<file path="config.mk">
export PLATFORM = sky130hd
export DESIGN_NAME = instr_mem_loader_flat
export DESIGN_NICKNAME = d
export VERILOG_FILES = /design/src/rtl/instr_mem_loader_if.sv /design/src/rtl/instr_mem_loader.sv /design/src/flat_wrapper.sv
export SDC_FILE = /design/constraint.sdc
export NUM_CORES = 1
export LEC_CHECK = 0
export CAP_MARGIN = 20
export CORE_ASPECT_RATIO = 1.75
export CORE_UTILIZATION = 59
export CTS_BUF_LIST = sky130_fd_sc_hd__clkbuf_8
export DETAILED_ROUTE_END_ITERATION = 16
export HOLD_SLACK_MARGIN = 0.06
export PLACE_DENSITY_LB_ADDON = 0.2
export SYNTH_ARGS = -nofsm -noshare
export SYNTH_HDL_FRONTEND = slang
export SYNTH_SLANG_ARGS = --single-unit
</file>
<file path="constraint.sdc">
create_clock -name clk -period 3.2 [get_ports clk]
set_input_delay 0.64 -clock clk [delete_from_list [all_inputs] [get_ports clk]]
set_output_delay 0.64 -clock clk [all_outputs]
set_load 0.02 [all_outputs]
</file>
<file path="src/rtl/instr_mem_loader_if.sv">
// Host byte-stream handshake plus instruction-RAM write port of the program loader.
// slave = loader side, master = host / RAM side.
interface instr_mem_loader_if #(
    parameter int ADDR_W = 8,
    parameter int DATA_W = 32
);
    logic              in_valid;
    logic [7:0]        in_data;
    logic              in_ready;
    logic              we;
    logic [ADDR_W-1:0] wa;
    logic [DATA_W-1:0] wd;

    modport slave (
        input  in_valid, in_data,
        output in_ready, we, wa, wd
    );

    modport master (
        output in_valid, in_data,
        input  in_ready, we, wa, wd
    );
endinterface

</file>
<file path="src/rtl/instr_mem_loader.sv">
// Instruction memory loader: header byte N (0 = 256), then 4*N bytes packed MSB first into
// 32-bit RAM writes while the CPU is held. INSTR_LOADER_CHECKSUM_EN adds a trailing sum byte.
module instr_mem_loader #(
    parameter int ADDR_W = 8,
    parameter int DATA_W = 32
) (
    input  logic              clk,
    input  logic              reset_n,
    input  logic              start,
    instr_mem_loader_if.slave bus,
    output logic              cpu_hold,
    output logic              done,
    output logic              err
);

`ifdef INSTR_LOADER_CHECKSUM_EN
    typedef enum logic [2:0] {S_IDLE, S_HDR, S_DATA, S_WRITE, S_CHK, S_DONE} state_t;
`else
    typedef enum logic [2:0] {S_IDLE, S_HDR, S_DATA, S_WRITE, S_DONE} state_t;
`endif

    state_t            r_state;
    state_t            w_state_nx;
    logic [ADDR_W-1:0] r_word_cnt;
    logic [ADDR_W-1:0] r_n;
    logic [ADDR_W-1:0] r_wa;
    logic [1:0]        r_byte_cnt;
    logic [DATA_W-9:0] r_shreg;
    logic [DATA_W-1:0] r_wd;
    logic              w_in_ready;
    logic              w_we;
    logic              w_xfer;
    logic              w_start_ok;
    logic              w_last;
    logic              w_word_full;
    logic [DATA_W-1:0] w_word;

    assign w_xfer      = bus.in_valid & w_in_ready;
    assign w_start_ok  = start & ((r_state == S_IDLE) | (r_state == S_DONE));
    // N-1 in ADDR_W bits turns N=0 into a 256-word load ending at counter 0xFF
    assign w_last      = (r_word_cnt == (r_n - ADDR_W'(1)));
    assign w_word_full = (r_byte_cnt == 2'd3);
    assign w_word      = {r_shreg, bus.in_data};

    assign bus.in_ready = w_in_ready;
    assign bus.we       = w_we;
    assign bus.wa       = r_wa;
    assign bus.wd       = r_wd;

    always_ff @(posedge clk or negedge reset_n) begin
        if (!reset_n) begin
            r_state <= S_IDLE;
        end else begin
            r_state <= w_state_nx;
        end
    end

    always_comb begin
        w_state_nx = r_state;
        case (r_state)
            S_IDLE:  if (start) w_state_nx = S_HDR;
            S_HDR:   if (w_xfer) w_state_nx = S_DATA;
            S_DATA:  if (w_xfer && w_word_full) w_state_nx = S_WRITE;
            S_WRITE: begin
                if (w_last) begin
`ifdef INSTR_LOADER_CHECKSUM_EN
                    w_state_nx = S_CHK;
`else
                    w_state_nx = S_DONE;
`endif
                end else begin
                    w_state_nx = S_DATA;
                end
            end
`ifdef INSTR_LOADER_CHECKSUM_EN
            S_CHK:   if (w_xfer) w_state_nx = S_DONE;
`endif
            S_DONE:  if (start) w_state_nx = S_HDR;
            default: w_state_nx = S_IDLE;
        endcase
    end

    always_comb begin
        w_in_ready = 1'b0;
        w_we       = 1'b0;
        cpu_hold   = 1'b0;
        done       = 1'b0;
        case (r_state)
            S_HDR, S_DATA: begin
                w_in_ready = 1'b1;
                cpu_hold   = 1'b1;
            end
            S_WRITE: begin
                w_we     = 1'b1;
                cpu_hold = 1'b1;
            end
`ifdef INSTR_LOADER_CHECKSUM_EN
            S_CHK: begin
                w_in_ready = 1'b1;
                cpu_hold   = 1'b1;
            end
`endif
            S_DONE:  done = 1'b1;
            default: ;
        endcase
    end

`ifdef INSTR_LOADER_CHECKSUM_EN
    logic       r_err;
    logic [7:0] r_sum;

    assign err = r_err;

    always_ff @(posedge clk or negedge reset_n) begin
        if (!reset_n) begin
            r_err <= 1'b0;
            r_sum <= '0;
        end else begin
            if (w_start_ok) begin
                r_err <= 1'b0;
                r_sum <= '0;
            end else if (w_xfer && (r_state == S_DATA)) begin
                r_sum <= r_sum + bus.in_data;
            end else if (w_xfer && (r_state == S_CHK)) begin
                r_err <= (bus.in_data != r_sum);
            end
        end
    end
`else
    assign err = 1'b0;
`endif

    // wa/wd are loaded with the 4th byte so they are already valid during the WRITE cycle
    always_ff @(posedge clk or negedge reset_n) begin
        if (!reset_n) begin
            r_word_cnt <= '0;
            r_byte_cnt <= '0;
            r_n        <= '0;
            r_shreg    <= '0;
            r_wa       <= '0;
            r_wd       <= '0;
        end else begin
            if (w_start_ok) begin
                r_word_cnt <= '0;
                r_byte_cnt <= '0;
            end
            case (r_state)
                S_HDR: begin
                    if (w_xfer) r_n <= ADDR_W'(bus.in_data);
                end
                S_DATA: begin
                    if (w_xfer) begin
                        r_shreg    <= w_word[DATA_W-9:0];
                        r_byte_cnt <= r_byte_cnt + 2'd1;
                        if (w_word_full) begin
                            r_wa <= r_word_cnt;
                            r_wd <= w_word;
                        end
                    end
                end
                S_WRITE: r_word_cnt <= r_word_cnt + ADDR_W'(1);
                default: ;
            endcase
        end
    end

endmodule

</file>
<file path="src/flat_wrapper.sv">
// flat-port wrapper written by rule: the top's interface ports become plain ports
module instr_mem_loader_flat 
#(
    parameter int ADDR_W = 8,
    parameter int DATA_W = 32
)
  (clk, reset_n, start, cpu_hold, done, err, bus_in_valid, bus_in_data, bus_in_ready, bus_we, bus_wa, bus_wd);
  instr_mem_loader_if #(.ADDR_W(ADDR_W), .DATA_W(DATA_W)) bus_i ();
  input  logic clk;
  input  logic reset_n;
  input  logic start;
  output logic cpu_hold;
  output logic done;
  output logic err;
  input wire logic [$bits(bus_i.in_valid)-1:0] bus_in_valid;
  input wire logic [$bits(bus_i.in_data)-1:0] bus_in_data;
  output wire logic [$bits(bus_i.in_ready)-1:0] bus_in_ready;
  output wire logic [$bits(bus_i.we)-1:0] bus_we;
  output wire logic [$bits(bus_i.wa)-1:0] bus_wa;
  output wire logic [$bits(bus_i.wd)-1:0] bus_wd;
  assign bus_i.in_valid = bus_in_valid;
  assign bus_i.in_data = bus_in_data;
  assign bus_in_ready = bus_i.in_ready;
  assign bus_we = bus_i.we;
  assign bus_wa = bus_i.wa;
  assign bus_wd = bus_i.wd;
  instr_mem_loader #(.ADDR_W(ADDR_W), .DATA_W(DATA_W)) u_core (.clk(clk), .reset_n(reset_n), .start(start), .bus(bus_i), .cpu_hold(cpu_hold), .done(done), .err(err));
endmodule
</file>
Yosys cells after proc, flatten, opt, wreduce, memory -nomap -nowiden
Index checks and enable logic that the tools add are counted.

Bits in registers: 85. Output and inout bits: 45.

Bitwise operators: 3. Mux-type cells: 14. Reduce and logical (&&, ||, !) cells: 10. Eq/ne operators: 9. $add $sub $neg: 3.

Operators by type and width (number): 8-bit two-way mux (2); 3-bit two-way mux (4); 3-bit one-hot mux with 4 select lines (1); 8-bit by 1-bit adder with 8-bit output, second input constant (1); 8-bit == test (1); 8-bit by 1-bit subtractor with 8-bit output, second input constant (1); 3-bit by 2-bit == test with 1-bit output, second input constant (2); 2-bit two-way mux (3); 2-bit by 1-bit != test with 1-bit output, second input constant (3); 3-bit AND reduction (2); 1-bit two-way mux (4); 2-bit AND reduction (2); 2-bit OR reduction (2); 3-bit by 1-bit == test with 1-bit output, second input constant (1); 3-bit == test, second input constant (1); 3-bit zero test (1); 3-bit OR reduction (1); 2-bit by 1-bit adder with 2-bit output, second input constant (1); 1-bit bitwise AND (2); 2-bit == test, second input constant (1); 2-bit nonzero test (1); 1-bit logical AND (1); 1-bit OR (1).

Depth between registers and ports, before layout
Word-level depth: 7. Depth in mapped cells: 7.

Worst setup path before layout
OpenSTA, ideal clock, no wires.

Path type: flip-flop to flip-flop. Start: register u_core.r_n[0]. End: register u_core.r_state[1]. Required time: 3.076 ns. Buffers on the path: 0. Path slack: 1.510 ns. Arrival time: 1.566 ns. Stages on the path, launching flop included: 6. Period minus slack after synthesis: 1.690 ns. Path through: dfrtp_1 nor3_1 nand2_1 or4bb_1 and3b_1 o31a_1.

Longest elaborated chain between the ends: 4.

RTL lines: start: declaration (RTL line instr_mem_loader.sv:25) `logic [ADDR_W-1:0] r_n;`; start signal: assignment (RTL line instr_mem_loader.sv:149) `if (w_xfer) r_n <= ADDR_W'(bus.in_data);`; 8-bit by 1-bit subtractor with 8-bit output (RTL line instr_mem_loader.sv:41) `assign w_last = (r_word_cnt == (r_n - ADDR_W'(1)));`; 8-bit == test (RTL line instr_mem_loader.sv:41); 3-bit two-way mux (RTL line instr_mem_loader.sv:65) `if (w_last) begin`; 3-bit one-hot mux with 4 select lines (RTL line instr_mem_loader.sv:60) `case (r_state)`; end signal: assignment (RTL line instr_mem_loader.sv:54) `r_state <= w_state_nx;`; end: declaration (RTL line instr_mem_loader.sv:22) `state_t r_state;`.

Every way passes these cells. A chain may end at the register's enable or synchronous reset.

Final worst setup path
Start: register u_core.r_state[2]. End: output bus_we.

Longest elaborated chain between the ends: 2.

RTL lines: 3-bit by 2-bit == test with 1-bit output (RTL line instr_mem_loader.sv:88) `case (r_state)`; 1-bit two-way mux (RTL line instr_mem_loader.sv:88); end: declaration (RTL line flat_wrapper.sv:18) `output wire logic [$bits(bus_i.we)-1:0] bus_we;`.

Every way passes these cells.

==> run_results.csv <==
group,metric,value,unit
clocking,cts.htree.levels,3,
clocking,cts_resized,0,
timing,finalHoldViolations,0,
global_route,grt_overflow,0,
routing,viasPerCell,5.420,
die,die_w,60.39,um
clocking,clk_latency,0.35,ns
routing,dr.pass1.iters,4,
critical_path,crit_family,"buffers and inverters",
routing,drt_iter0_drc,72,
timing,skew,0.009672,ns
die,die_h,104.2,um
logic_synthesis,syn_nets,268,
logic_synthesis,synth_edf_count,0,
critical_path,required,2.56,ns
critical_path,crit_path_end_kind,"primary output",
power,power_density,1047,nW/um2
routing,dr_total_vias,2141,
global_route,grt_max_degree,86,
timing,tightest_slew,0.7008,ns
global_route,grt_pass1_vias,2205,
place,postPlaceCellArea,4150,um2
critical_path,max_stage_delay,0.61,ns
timing,max_slew_margin,53.10,%
critical_path,critPathLaunchType,"flip-flop",
place,portBuffers,55,
logic_synthesis,syn-cell-area,3520,um2
logic_synthesis,syn_area_per_cell,13.91,um2
timing,holdWs,0.1448,ns
layout,fin_nets,329,
timing,finalCriticalPeriod,2.476,ns
critical_path,reg2reg_depth,5,
critical_path,path_depth,3,
timing,rsz0062_at_grt,"no",
timing,period_share,77.38,%
global_route,track_usage,22.76,%
logic_synthesis,syn_inst,253,
clocking,path_clk_slew,0.08,ns
timing,setup_slack,0.7239,ns
critical_path,critPathKind,"flip-flop to primary output",
logic_synthesis,synth_cell_types,36,
critical_path,critical_path_buf_inv_count,2,
clocking,cts_tree,"built",
die,ios,57,
critical_path,cpMaxStageDelayCell,"clkdlybuf4s50_1",
clocking,root_buffer,"clkbuf_8",
place,gp_congestion,0.7923,
clocking,post_cts_buffers,0,
timing,tns,0,ns
layout,area_growth,24.00,%
routing,drc,0,
global_route,grt_pass1_wl,10.47,mm
layout,multi_input_area,1341,um2
layout,seq_area,2127,um2
layout,num-fill-cells,375,
logic_synthesis,synth_seq_cells,85,
layout,stdcell_area,4364,um2
die,dieArea,6291,um2
routing,drt_wl_total,6.206,mm
power,power.leakage,1.937,nW
clocking,holdBufCountCts,0,
clocking,clock-sinks,85,
timing,finalSetupViolCount,0,
logic_synthesis,yosysSeqAreaShare,60.43,%
logic_synthesis,ys.flop_type,"dfrtp_1",
power,ir_worst_vdd,0.6129,mV
critical_path,crit_path_max_fanout,7,
flow_run,max_cap_violations,0,
status,status,"completed",
die,core,5675,um2
clocking,cts_buffer_depth,2,
die,initial_utilization,62.02,%
routing,ant_nets,0,
critical_path,cp_data_arrival_time,1.84,ns
logic_synthesis,yosysWarnings,0,
global_route,antenna_found_initial,0,
die,num_rows,36,
layout,drive_above_1_share,16.61,%
min_path,holdCritPathClass,"input port to async pin",
timing,max_freq,403.9,MHz
critical_path,path_cells,"or2_1 > inv_2 > clkdlybuf4s50_1",
layout,num_antenna_cells,0,
routing,routedWlPerCell,15.71,um
place,dp_slack,0.7373,ns
place,dpl.hpwl,4.315,mm
timing,drv_slew,0,
clocking,cts_inserted_buffers,9,
logic_synthesis,async_flop_share,100.0,%
power,finalPower,4.569,mW
==> worst reg2reg max path: cells and delay by family (launching register included) <==
family / cells / cell delay (ns)
and+or+nand+nor: 3 / 0.64
DFF: 1 / 0.46
muxes: 1 / 0.33
buffers and inverters: 1 / 0.29
==> cells in the mapped netlist (4+ instances only) <==
cell	instances	area share, %
nand2_1	18	1.9
xnor2_1	9	2.2
buf_2	7	1.0
mux2_1	35	11
nor2_1	8	0.85
nand4_1	4	0.71
nand2b_1	4	0.71
o21ai_0	6	0.85
dfrtp_1	85	60
a21oi_1	4	0.57
mux2_2	35	11
mux2i_1	4	1.1
==> report_power, final <==
group,switching [mW],internal [mW],total [mW],leakage [nW]
registers,0.358,1.57,1.93,1.04
logic,0.879,1.05,1.93,0.780
clock network,0.342,0.369,0.710,0.113
==> stage by stage <==
stage,util (%),instances
after detailed placement,73.13,378
after CTS,76.41,394
after floorplan,-,253
after global placement,73.13,378
final,76.90,395
after global routing,76.90,395
==> flip-flops by register name (all words and copies together) (netlist names) <==
name / cells
u_core.r_shreg: 24
u_core.r_n: 8
u_core.r_byte_cnt: 2
u_core.r_state: 3
u_core.bus.wa: 8
u_core.r_word_cnt: 8
u_core.bus.wd: 32
==> final timing paths <==
check / startpoint / slack, ns / end
min in group clk: u_core.r_shreg[23] / 0.48 / u_core.bus.wd[31]
worst max register to register: u_core.r_state[2] / 1.37 / u_core.bus.wd[15]
worst min register to register: u_core.r_shreg[23] / 0.48 / u_core.bus.wd[31]
worst min-delay path: reset_n / 0.14 / u_core.r_word_cnt[5]
worst max-delay path: u_core.r_state[2] / 0.72 / bus_we
max in group asynchronous: reset_n / 2.45 / u_core.r_byte_cnt[1]
==> final cells by class <==
type	instances	share of cell area, %
multi-input cells	157	30.73
clock buffers	10	3.154
repair buffers	58	13.82
clock inverters	6	1.118
flip-flops and latches	85	48.74
inverters	3	0.2580
well taps	76	2.179
==> layout by cell type (no fill, tap or decap), drive strengths merged, types with 2 or more instances in the layout <==
| cell type | count |
|---|---|
| xnor2 | 9 |
| xor2 | 2 |
| buf | 4 |
| dfrtp | 85 |
| mux2i | 4 |
| nand2b | 4 |
| ha | 3 |
| o31ai | 2 |
| inv | 8 |
| clkbuf | 10 |
| clkdlybuf4s50 | 54 |
| mux2 | 70 |
| nand4 | 4 |
| nor2 | 9 |
| and3 | 2 |
| and2 | 2 |
| a21oi | 4 |
| nor3 | 3 |
| nand2 | 18 |
| o21ai | 8 |
==> cells by family after synthesis <==
kind of cell	count (synthesis)	share of synthesized area [%]
xor+xnor	11	2.738
fa+ha+maj	3	1.067
simple gates	50	7.501
compound gates	18	3.093
mux	74	23.53
buf+inv	11	1.529
other cells	1	0.1065
flops	85	60.43
==> metal layers <==
metal	wire [um]	vias up	GRT usage, %
met5	0	-	0
met4	146	0	10.96
met3	220	13	5.348
met2	3269	44	36.19
met1	2568	1074	28.28
li1	-	1010	-
Power figures use the tool's default switching activity.
